--- config.mk ---
export PLATFORM = sky130hd
export DESIGN_NAME = reg_mem_seq
export DESIGN_NICKNAME = d
export VERILOG_FILES = /design/src/rtl/reg_mem_seq.sv
export SDC_FILE = /design/constraint.sdc
export NUM_CORES = 1
export LEC_CHECK = 0
export ABC_AREA = 1
export CAP_MARGIN = 20
export CORE_UTILIZATION = 47
export CTS_CLUSTER_DIAMETER = 150
export DETAILED_ROUTE_END_ITERATION = 10
export PLACE_DENSITY_LB_ADDON = 0.08
export SETUP_SLACK_MARGIN = 0.05
export SYNTH_ARGS = -nofsm -noshare
export SYNTH_HDL_FRONTEND = slang
export SYNTH_SLANG_ARGS = --single-unit
--- constraint.sdc ---
create_clock -name clk -period 1.4 [get_ports clk]
set_input_delay 0.42 -clock clk [delete_from_list [all_inputs] [get_ports clk]]
set_output_delay 0.42 -clock clk [all_outputs]
set_load 0.02 [all_outputs]
--- src/rtl/reg_mem_seq.sv ---
// reg_mem_seq: sequences single-register LOAD/STORE transfers between a bank of
// tri-state registers and a memory with a fixed read latency.
//
// state     | meaning
// ----------+---------------------------------------------------------------
// S_IDLE    | waiting for a command, cmd_ready high
// S_STORE   | register drives the bus (rM), memory write strobe asserted
// S_RD_REQ  | memory read strobe asserted, address presented
// S_RD_WAIT | waiting out the remaining read latency (down-counter)
// S_CAPTURE | register loads from the bus (wM), collision sampled
// S_DONE    | one-cycle completion pulse, err reported here
//
// Every output is a register written alongside the state, so each output
// reflects the state it belongs to from the edge that entered that state.

module reg_mem_seq #(
  parameter int NREG    = 8,
  parameter int AW      = 8,
  parameter int MEM_LAT = 2
) (
  input  logic            clk,
  input  logic            rstn,
  input  logic            cmd_valid,
  output logic            cmd_ready,
  input  logic            cmd_op,
  input  logic [2:0]      cmd_sel,
  input  logic [AW-1:0]   cmd_addr,
  input  logic [NREG-1:0] bus_wr,
  output logic [NREG-1:0] wM,
  output logic [NREG-1:0] rM,
  output logic [AW-1:0]   mem_addr,
  output logic            mem_re,
  output logic            mem_we,
  output logic            busy,
  output logic            done,
  output logic            err
);

  typedef enum logic [2:0] {
    S_IDLE    = 3'd0,
    S_STORE   = 3'd1,
    S_RD_REQ  = 3'd2,
    S_RD_WAIT = 3'd3,
    S_CAPTURE = 3'd4,
    S_DONE    = 3'd5
  } state_t;

  localparam logic [3:0] NREG_L = 4'(NREG);
  // RD_WAIT lasts MEM_LAT-1 cycles: preset MEM_LAT-2 and leave when it reads 0.
  localparam logic [3:0] WAIT_PRESET = (MEM_LAT >= 2) ? 4'(MEM_LAT - 2) : 4'd0;

  state_t            state_q;
  logic [3:0]        cnt_q;
  logic              op_q;
  logic [2:0]        sel_q;
  logic [AW-1:0]     addr_q;
  logic [NREG-1:0]   wm_q;
  logic [NREG-1:0]   rm_q;
  logic [AW-1:0]     mem_addr_q;
  logic              mem_re_q;
  logic              mem_we_q;
  logic              busy_q;
  logic              done_q;
  logic              err_q;
  logic              ready_q;

  logic              accept;
  logic              sel_invalid;
  logic [NREG-1:0]   cmd_sel_oh;
  logic [NREG-1:0]   lat_sel_oh;
  logic              collide;

  // Select decode without indexing by a possibly out-of-range value.
  function automatic logic [NREG-1:0] sel_onehot(input logic [2:0] s);
    logic [NREG-1:0] v;
    v = '0;
    for (int i = 0; i < NREG; i++) begin
      if (s == 3'(i)) v[i] = 1'b1;
    end
    return v;
  endfunction

  // Command acceptance and register-select decode for the incoming and latched command.
  always_comb begin
    accept      = cmd_valid & ready_q;
    sel_invalid = ({1'b0, cmd_sel} >= NREG_L);
    cmd_sel_oh  = sel_onehot(cmd_sel);
    lat_sel_oh  = sel_onehot(sel_q);
    collide     = |(bus_wr & lat_sel_oh);
  end

  // Sequencer: state, wait counter, latched command and all registered outputs.
  always_ff @(posedge clk or negedge rstn) begin
    if (!rstn) begin
      state_q    <= S_IDLE;
      cnt_q      <= 4'd0;
      op_q       <= 1'b0;
      sel_q      <= 3'd0;
      addr_q     <= '0;
      wm_q       <= '0;
      rm_q       <= '0;
      mem_addr_q <= '0;
      mem_re_q   <= 1'b0;
      mem_we_q   <= 1'b0;
      busy_q     <= 1'b0;
      done_q     <= 1'b0;
      err_q      <= 1'b0;
      ready_q    <= 1'b0;
    end else begin
      wm_q       <= '0;
      rm_q       <= '0;
      mem_addr_q <= '0;
      mem_re_q   <= 1'b0;
      mem_we_q   <= 1'b0;
      busy_q     <= 1'b1;
      done_q     <= 1'b0;
      err_q      <= 1'b0;
      ready_q    <= 1'b0;

      case (state_q)
        S_IDLE: begin
          if (accept) begin
            op_q   <= cmd_op;
            sel_q  <= cmd_sel;
            addr_q <= cmd_addr;
            if (sel_invalid) begin
              // Nothing is strobed for a select outside the bank.
              state_q <= S_DONE;
              done_q  <= 1'b1;
              err_q   <= 1'b1;
            end else if (cmd_op) begin
              state_q    <= S_STORE;
              rm_q       <= cmd_sel_oh;
              mem_we_q   <= 1'b1;
              mem_addr_q <= cmd_addr;
            end else begin
              state_q    <= S_RD_REQ;
              mem_re_q   <= 1'b1;
              mem_addr_q <= cmd_addr;
            end
          end else begin
            busy_q  <= 1'b0;
            ready_q <= 1'b1;
          end
        end

        S_STORE: begin
          state_q <= S_DONE;
          done_q  <= 1'b1;
        end

        S_RD_REQ: begin
          mem_addr_q <= addr_q;
          if (MEM_LAT == 1) begin
            state_q <= S_CAPTURE;
            wm_q    <= lat_sel_oh;
          end else begin
            state_q <= S_RD_WAIT;
            cnt_q   <= WAIT_PRESET;
          end
        end

        S_RD_WAIT: begin
          mem_addr_q <= addr_q;
          if (cnt_q == 4'd0) begin
            state_q <= S_CAPTURE;
            wm_q    <= lat_sel_oh;
          end else begin
            cnt_q <= cnt_q - 4'd1;
          end
        end

        S_CAPTURE: begin
          // The register lets a datapath write win, so the loaded value is lost.
          state_q <= S_DONE;
          done_q  <= 1'b1;
          err_q   <= ~op_q & collide;
        end

        S_DONE: begin
          state_q <= S_IDLE;
          busy_q  <= 1'b0;
          ready_q <= 1'b1;
        end

        default: begin
          state_q <= S_IDLE;
          busy_q  <= 1'b0;
          ready_q <= 1'b1;
        end
      endcase
    end
  end

  assign cmd_ready = ready_q;
  assign wM        = wm_q;
  assign rM        = rm_q;
  assign mem_addr  = mem_addr_q;
  assign mem_re    = mem_re_q;
  assign mem_we    = mem_we_q;
  assign busy      = busy_q;
  assign done      = done_q;
  assign err       = err_q;

endmodule

==> results of run 1 <==
-- sequential cells by signal (all words and copies together) (netlist names) --
name and count:
mem_we 1, mem_addr 8, busy 1, rM 8
err 1, op_q 1, state_q 3, addr_q 8
cmd_ready 1, cnt_q 4, done 1, mem_re 1
wM 8, sel_q 3
-- layout make-up --
class | instances | area, um^2 | area share, %
clock inverter | 3 | 46.3 | 1.77
clock buffer | 5 | 68.8 | 2.63
inverter | 23 | 86.3 | 3.30
tap | 50 | 62.6 | 2.39
sequential | 49 | 1230 | 46.9
timing repair buffer | 67 | 494 | 18.9
multi-input combinational | 115 | 632 | 24.1
-- report_power, final --
part	switching, mW	internal (mW)	leakage [nW]	total, mW
Combinational	0.935	0.576	0.656	1.51
Sequential	0.178	1.76	0.649	1.93
Clock	0.463	0.534	0.0543	0.997
-- routing by layer --
| layer | global-route usage [%] | wire, um |
|---|---|---|
| met1 | 23.8 | 1540 |
| met2 | 32.6 | 1840 |
| met3 | 5.99 | 219 |
| met4 | 9.04 | 93 |
| met5 | 0 | 0 |
-- kinds of logic after synthesis --
group | after synthesis | share of synthesized area [%]
simple gates | 82 | 21.7
flops | 49 | 62.6
compound gates | 31 | 8.30
buf+inv | 28 | 6.32
xor+xnor | 1 | 0.447
fa+ha+maj | 1 | 0.638
-- through the flow --
step / hold slack (ns) / setup slack [ns]
5_1_grt: 0.0985 / 0.0565
3_3_place_gp: 0.422 / -0.238
4_1_cts: 0.0928 / 0.0504
3_5_place_dp: 0.420 / -0.265
6_report: 0.0789 / 0.121
2_1_floorplan: 0.124 / 0.156
-- worst paths after layout --
path / to / slack, ns / depth (start not counted)
setup / recovery: cmd_ready / 0.12 / 1
hold / removal: addr_q[0]$_DFFE_PN0P_ / 0.08 / 2
setup reg to reg: rM[1]$_DFF_PN0_ / 0.16 / 5
hold reg to reg: mem_addr[2]$_DFF_PN0_ / 0.53 / 2
max in group asynchronous: state_q[0]$_DFFE_PN0P_ / 1.08 / 2
min in group clk: mem_addr[2]$_DFF_PN0_ / 0.53 / 2
-- repair_timing --
action,in CTS,in global routing
endpoints found under the setup margin,30,35
setup buffers,0,1
gates resized for setup,105,23
pin swaps,0,2
-- cells in the mapped netlist (all sizes together) --
library cell	n
nand3	14
xnor2	1
buf	5
clkinv	1
a21oi	2
nand2	32
o21ai	26
nand4	7
ha	1
o22ai	3
nor2	21
dfrtp	49
nand3b	1
inv	22
nor3	7
-- cells in the final DEF (no fill, tap or decap), types with 5 or more instances in the layout --
master	instances
buf_2	31
buf_4	13
clkbuf_8	5
clkdlybuf4s50_1	21
dfrtp_1	48
inv_1	21
nand2_1	29
nand3_1	13
nand4_1	6
nor2_1	18
o21ai_0	23
==> impl_metrics.yaml, run 1 <==
run_status:
  status: "complete, no violations"
worst_setup_path:
  path_buf_inv: 1
  critPathKind: "reg2out"
  cp_slowest_stage_delay_ns: 0.40
  crit_family: "flip-flops"
  crit_chain: "buf_2"
  crit_required_ns: 0.98
  critPathMaxFanout: 2
  end_kind: "output pin"
  worstPathArrival_ns: 0.86
  r2r_start: "state_q[1]$_DFFE_PN0P_"
  timing.critical_path.from_type: "flop"
  critPathSlowestCell: "dfrtp_1"
  crit_path_start: "cmd_ready$_DFF_PN0_"
job:
  max_cap_violations: 0
logic_synthesis:
  yosysWarnings: 0
  ys_ff_latch: 49
  synth.avg_cell_area_um2: 10.2
  yosysSeqAreaShare_pct: 62.6
  netlist.area_leader.share_pct: 62.6
  synthesis.nets: 216
  syn_inst: 192
  synth_cell_types: 23
  synthTopCellsByArea: "dfrtp_1 63%, o21ai_0 5.9%, nand2_1 5.7%"
  syn-cell-area_mm2: 0.00196
  synth_area_leader_cell: "dfrtp_1"
grt:
  grt_max_degree: 50
  grt_pass1_vias: 1491
  overflow: 0
  antenna_found_initial: 0
  grt_use_total_pct: 19.8
  grt_pass1_wl_mm: 6.35
detailed_routing:
  drtIter0Drc: 137
  drt-total-wl_mm: 3.69
  drt_first_pass_iters: 4
  antenna_left: 0
  vias_per_cell: 4.83
  vias: 1507
  drc: 0
  post_drt_wl_per_cell_um: 11.8
sta:
  final-hold-violation-count: 0
  worst_slew_pin_slew_ns: 0.299
  min_period_ns: 1.28
  period_share_pct: 91.4
  final_max_slew_viol_count: 0
  setup_viol: 0
  setup_tns_ns: 0
  fmax_mhz: 782
  fin_skew_ns: 0.00296
  rsz0062_at_grt: "no"
  slew_headroom_pct: 79.8
placed_design:
  postPlaceCellArea_mm2: 0.00262
  io_buffers: 52
  gp_congestion: 0.760
  placed_cells: 303
  hpwl_mm: 2.63
die:
  initial_core_util_pct: 49.0
  ios: 53
  core_mm2: 0.00400
  die_area_mm2: 0.00443
  row_count: 23
  die_y_um: 66.6
  die_x_um: 66.6
layout:
  utilization_pct: 65.4
  fin_nets: 285
  design_area_mm2: 0.00262
  area_delta_synth_final_pct: 33.6
  fin_cells: 312
  fill_cells: 341
  post_route_cells_drive_above_1_share_pct: 26.7
  diodes: 0
power:
  ir_worst_vdd_mv: 0.936
  total_power_mw: 4.44
  power_density_mw_per_mm2: 1700
  p_leak_nw: 1.36
cts:
  clock_path_buffers: 2
  cts.sinks: 49
  cts_root_buf: "clkbuf_8"
  cts_made_buffers: 5
  htree_levels: 2
  cts_hold_buf: 0
  insertion_delay_ns: 0.30
  cts_tree: "yes"
  clkTransAtPathRegs_ns: 0.09
min_path:
  hp-class: "in2async"
Note: power is estimated with default switching activity, not from simulation.
==> run 2, diff against run 1 <==
--- a/config.mk
+++ b/config.mk
@@ -10,6 +10,7 @@
 export CORE_UTILIZATION = 47
 export CTS_CLUSTER_DIAMETER = 150
 export DETAILED_ROUTE_END_ITERATION = 10
+export GPL_TIMING_DRIVEN = 0
 export PLACE_DENSITY_LB_ADDON = 0.08
 export SETUP_SLACK_MARGIN = 0.05
 export SYNTH_ARGS = -nofsm -noshare
==> impl_metrics.yaml, run 2 (synthesis results as in run 1) <==
die:
  initial_core_util_pct: 49.0
  row_count: 23
  die_y_um: 66.6
  die_area_mm2: 0.00443
  core_mm2: 0.00400
  die_x_um: 66.6
  ios: 53
worst_setup_path:
  critPathMaxFanout: 6
  r2r_setup_slack_ns: 0.12
  critPathKind: "in2reg"
  end_kind: "flop"
  r2r_start: "state_q[0]$_DFFE_PN0P_"
  reg2regPathDepth: 5
  worstPathArrival_ns: 1.49
  crit_required_ns: 1.60
  rr_endpoint: "rM[1]$_DFF_PN0_"
  timing.critical_path.from_type: "primary input"
detailed_routing:
  post_drt_wl_per_cell_um: 12.6
  drtIter0Drc: 148
  antenna_left: 0
  drc: 0
  drt_first_pass_iters: 4
  vias: 1511
  drt-total-wl_mm: 3.83
  vias_per_cell: 4.97
power:
  p_leak_nw: 1.33
  p_sw_share_pct: 36.5
  combPwrFrac_pct: 35.1
  power_density_mw_per_mm2: 1660
  p_sw_mw: 1.55
  power_frac_clock_pct: 20.5
  seq_power_share_pct: 44.4
  ir_worst_vdd_mv: 1.24
  intPower_mw: 2.70
  total_power_mw: 4.25
job:
  max_cap_violations: 0
placed_design:
  postPlaceCellArea_mm2: 0.00256
  io_buffers: 52
  hpwl_mm: 2.77
  gp_congestion: 0.797
cts:
  clock_path_buffers: 2
  insertion_delay_ns: 0.29
  cts_made_buffers: 5
  htree_levels: 2
  cts_hold_buf: 0
  clkTransAtPathRegs_ns: 0.08
  cts_tree: "yes"
  cts.sinks: 49
  cts_root_buf: "clkbuf_8"
layout:
  post_route_cells_drive_above_1_share_pct: 26.0
  final_common_cell: "dfrtp_1"
  fill_cells: 342
  area_delta_synth_final_pct: 30.6
  fin_nets: 277
  diodes: 0
  final_cell_mix: "48 x dfrtp_1, 34 x buf_2, 28 x nand2_1, 22 x o21ai_0, 21 x clkdlybuf4s50_1"
  design_area_mm2: 0.00256
grt:
  grt_max_degree: 35
  grt_pass1_wl_mm: 6.44
  overflow: 0
  grt_pass1_vias: 1479
  antenna_found_initial: 0
  grt_use_total_pct: 20.1
sta:
  setup_viol: 0
  final-hold-violation-count: 0
  min_period_ns: 1.29
  period_share_pct: 91.8
  worst_slew_pin_slew_ns: 0.366
  fmax_mhz: 778
  final_max_slew_viol_count: 0
  fin_skew_ns: 0.00424
  rsz0062_at_grt: "no"
  slew_headroom_pct: 75.6
min_path:
  hp-class: "in2async"
run_status:
  status: "complete, no violations"
## run 2: what timing repair did
action                                  CTS  global route
endpoints found under the setup margin   39            50
pin swaps                                 1             1
resized for setup                        96            37
setup buffers                             1             0
## run 2: final cells by class
type | count | area [um^2] | area share [%]
tap | 50 | 62.6 | 2.44
timing repair buffer | 54 | 393 | 15.4
sequential | 49 | 1230 | 48.0
inverter | 23 | 90.1 | 3.52
multi-input combinational | 115 | 647 | 25.3
buffer | 5 | 37.5 | 1.47
clock inverter | 1 | 5.00 | 0.196
clock buffer | 7 | 96.3 | 3.77
## run 2: worst max-delay path, cell delays in order
cell and delay [ns]:
clkdlybuf4s50_1 0.47, nand2_2 0.10, nor2_8 0.18, nand3b_2 0.14, nor3_1 0.17
## run 2: how the worst max path moves through the flow
stage,startpoint,to,slack (ns),cells past startpoint
6_report,cmd_valid,rM[1]$_DFF_PN0_,0.11,5
5_1_grt,state_q[0]$_DFFE_PN0P_,addr_q[7]$_DFFE_PN0P_,0.05,6
4_1_cts,cmd_ready$_DFF_PN0_,cmd_ready,0.03,1
3_5_place_dp,cmd_valid,rM[1]$_DFF_PN0_,-0.28,5
3_3_place_gp,rstn,cnt_q[3]$_DFFE_PN0P_,-1.41,1
2_1_floorplan,cnt_q[0]$_DFFE_PN0P_,state_q[1]$_DFFE_PN0P_,0.16,6
## run 2: layer usage
metal / up-vias / track usage, % / routed length [um]
met5: - / 0 / 0
met4: 0 / 7.18 / 25
met3: 2 / 6.16 / 263
met2: 48 / 33.3 / 1910
met1: 714 / 24.7 / 1630
li1: 747 / - / -
## run 2: metrics by stage
stage	setup slack, ns	utilization (%)	cells	hold slack, ns	setup TNS (ns)
2_1_floorplan	0.156	-	192	0.124	0
3_3_place_gp	-1.41	63.6	294	0.510	-75.01
3_5_place_dp	-0.285	63.9	295	0.355	-6.51
4_1_cts	0.0349	67.7	304	0.0278	0
5_1_grt	0.0515	64.0	304	0.0447	0
6_report	0.114	64.0	304	0.0279	0
## run 2: power by group through the flow
stage / clock, mW / sequential, mW / combinational [mW]
final: 0.872 / 1.89 / 1.49
after global routing: 0.948 / 1.92 / 1.70
after CTS: 0.901 / 1.89 / 1.57
after detailed placement: 0 / 1.92 / 1.59
after global placement: 0 / 1.91 / 1.56
after floorplan: 0 / 2.07 / 0.856
==> run 3, diff against run 2 <==
--- a/config.mk
+++ b/config.mk
@@ -7,10 +7,10 @@
 export LEC_CHECK = 0
 export ABC_AREA = 1
 export CAP_MARGIN = 20
-export CORE_UTILIZATION = 47
+export CORE_UTILIZATION = 49
+export CTS_BUF_LIST = sky130_fd_sc_hd__clkbuf_8
 export CTS_CLUSTER_DIAMETER = 150
 export DETAILED_ROUTE_END_ITERATION = 10
-export GPL_TIMING_DRIVEN = 0
 export PLACE_DENSITY_LB_ADDON = 0.08
 export SETUP_SLACK_MARGIN = 0.05
 export SYNTH_ARGS = -nofsm -noshare
==> impl_metrics.yaml, run 3 (synthesis results as in run 1) <==
grt:
  antenna_found_initial: 0
  grt_pass1_vias: 1505
  grt_use_total_pct: 21.2
  grt_max_degree: 50
  overflow: 0
  grt_pass1_wl_mm: 6.60
cts:
  cts_tree: "yes"
  clock_path_buffers: 2
  cts_hold_buf: 0
  clkTransAtPathRegs_ns: 0.08
  cts.sinks: 49
  htree_levels: 2
  insertion_delay_ns: 0.31
  cts_made_buffers: 5
  cts_root_buf: "clkbuf_8"
worst_setup_path:
  rr_endpoint: "mem_addr[4]$_DFF_PN0_"
  worstPathArrival_ns: 1.50
  timing.critical_path.from_type: "flop"
  crit_required_ns: 1.61
  crit_path_start: "state_q[0]$_DFFE_PN0P_"
  r2r_setup_slack_ns: 0.11
  crit_end: "mem_addr[4]$_DFF_PN0_"
  crit_chain: "nor2_4, nand2_4, nor2_8, buf_12, nand2_1, o21ai_0"
  cp_slowest_stage_delay_ns: 0.45
  critPathMaxFanout: 16
  critPathKind: "reg2reg"
  reg2regPathDepth: 6
  r2r_start: "state_q[0]$_DFFE_PN0P_"
  critPathSlowestCell: "dfrtp_2"
  end_kind: "flop"
placed_design:
  io_buffers: 52
  postPlaceCellArea_mm2: 0.00261
  gp_congestion: 0.848
  placed_cells: 299
  hpwl_mm: 2.64
min_path:
  hp-class: "in2async"
run_status:
  status: "complete, no violations"
die:
  initial_core_util_pct: 52.3
  die_x_um: 65.2
  ios: 53
  core_mm2: 0.00374
  die_area_mm2: 0.00426
  die_y_um: 65.2
  row_count: 22
layout:
  final_cell_mix: "48 x dfrtp_1, 31 x buf_2, 29 x nand2_1, 23 x inv_1, 22 x o21ai_0"
  post_route_cells_drive_above_1_share_pct: 24.7
  fin_nets: 283
  fill_cells: 305
  fin_cells: 307
  area_delta_synth_final_pct: 31.4
  design_area_mm2: 0.00257
  multiInputGateArea_um2: 627
  ff_latch_area_mm2: 0.00123
  final_common_cell: "dfrtp_1"
  utilization_pct: 68.8
  diodes: 0
job:
  max_cap_violations: 0
sta:
  period_share_pct: 92.3
  hold_ws_ns: 0.0931
  slew_headroom_pct: 81.1
  fin_skew_ns: 0.00796
  min_period_ns: 1.29
  setup_viol: 0
  final-hold-violation-count: 0
  rsz0062_at_grt: "yes"
  final_max_slew_viol_count: 0
  worst_slew_pin_slew_ns: 0.281
  fmax_mhz: 774
detailed_routing:
  vias_per_cell: 5.02
  drt-total-wl_mm: 3.97
  post_drt_wl_per_cell_um: 12.9
  vias: 1540
  drtIter0Drc: 89
  drt_first_pass_iters: 4
  antenna_left: 0
  drc: 0
power:
  total_power_mw: 4.24
  p_leak_nw: 1.35
  ir_worst_vdd_mv: 1.10
  power_density_mw_per_mm2: 1650
-- run 3: per-layer routing --
layer / track usage [%] / vias to the layer above / part of all wire [%]
met5: 0 / - / 0
met4: 11.7 / 0 / 2.0
met3: 5.56 / 9 / 4.9
met2: 34.7 / 42 / 53
met1: 25.5 / 733 / 40
li1: - / 756 / -
-- run 3: how the worst min path moves through the flow --
| stage | slack [ns] | endpoint |
|---|---|---|
| after floorplan | 0.12 | addr_q[0]$_DFFE_PN0P_ |
| after global placement | 0.42 | mem_addr[3]$_DFF_PN0_ |
| after detailed placement | 0.42 | mem_addr[3]$_DFF_PN0_ |
| after CTS | 0.1 | addr_q[2]$_DFFE_PN0P_ |
| after global routing | 0.11 | addr_q[3]$_DFFE_PN0P_ |
| final | 0.09 | err$_DFF_PN0_ |
-- run 3: through the flow --
step           worst slack, ns  setup TNS, ns
2_1_floorplan            0.156              0
3_3_place_gp            -0.179          -5.14
3_5_place_dp            -0.244          -6.06
4_1_cts                 0.0380              0
5_1_grt                 0.0270              0
6_report                 0.108              0
-- run 3: cell type report --
cell class / count / area share (%)
clock inverters: 1 / 0.146
well taps: 48 / 2.33
repair buffers: 65 / 19.0
flip-flops and latches: 49 / 47.7
clock buffers: 6 / 3.21
multi-input cells: 115 / 24.3
inverters: 23 / 3.35
-- run 3: critical path, delay by kind of cell (launching register included) --
family / cells / cell delay [ns]
flops: 1 / 0.45
compound gates: 1 / 0.10
simple gates: 4 / 0.49
buf+inv: 1 / 0.15
-- run 3: what timing repair did --
| action | CTS | global route |
|---|---|---|
| pin swaps | 0 | 0 |
| gates resized for setup | 95 | 31 |
| setup endpoints to repair | 30 | 43 |
| buffers inserted | 0 | 1 |
-- run 3: report_power, final --
group	internal [mW]	total, mW	switching [mW]
clock	0.385	0.825	0.440
combinational	0.527	1.45	0.927
sequential	1.76	1.96	0.208
total	2.67	4.24	1.57
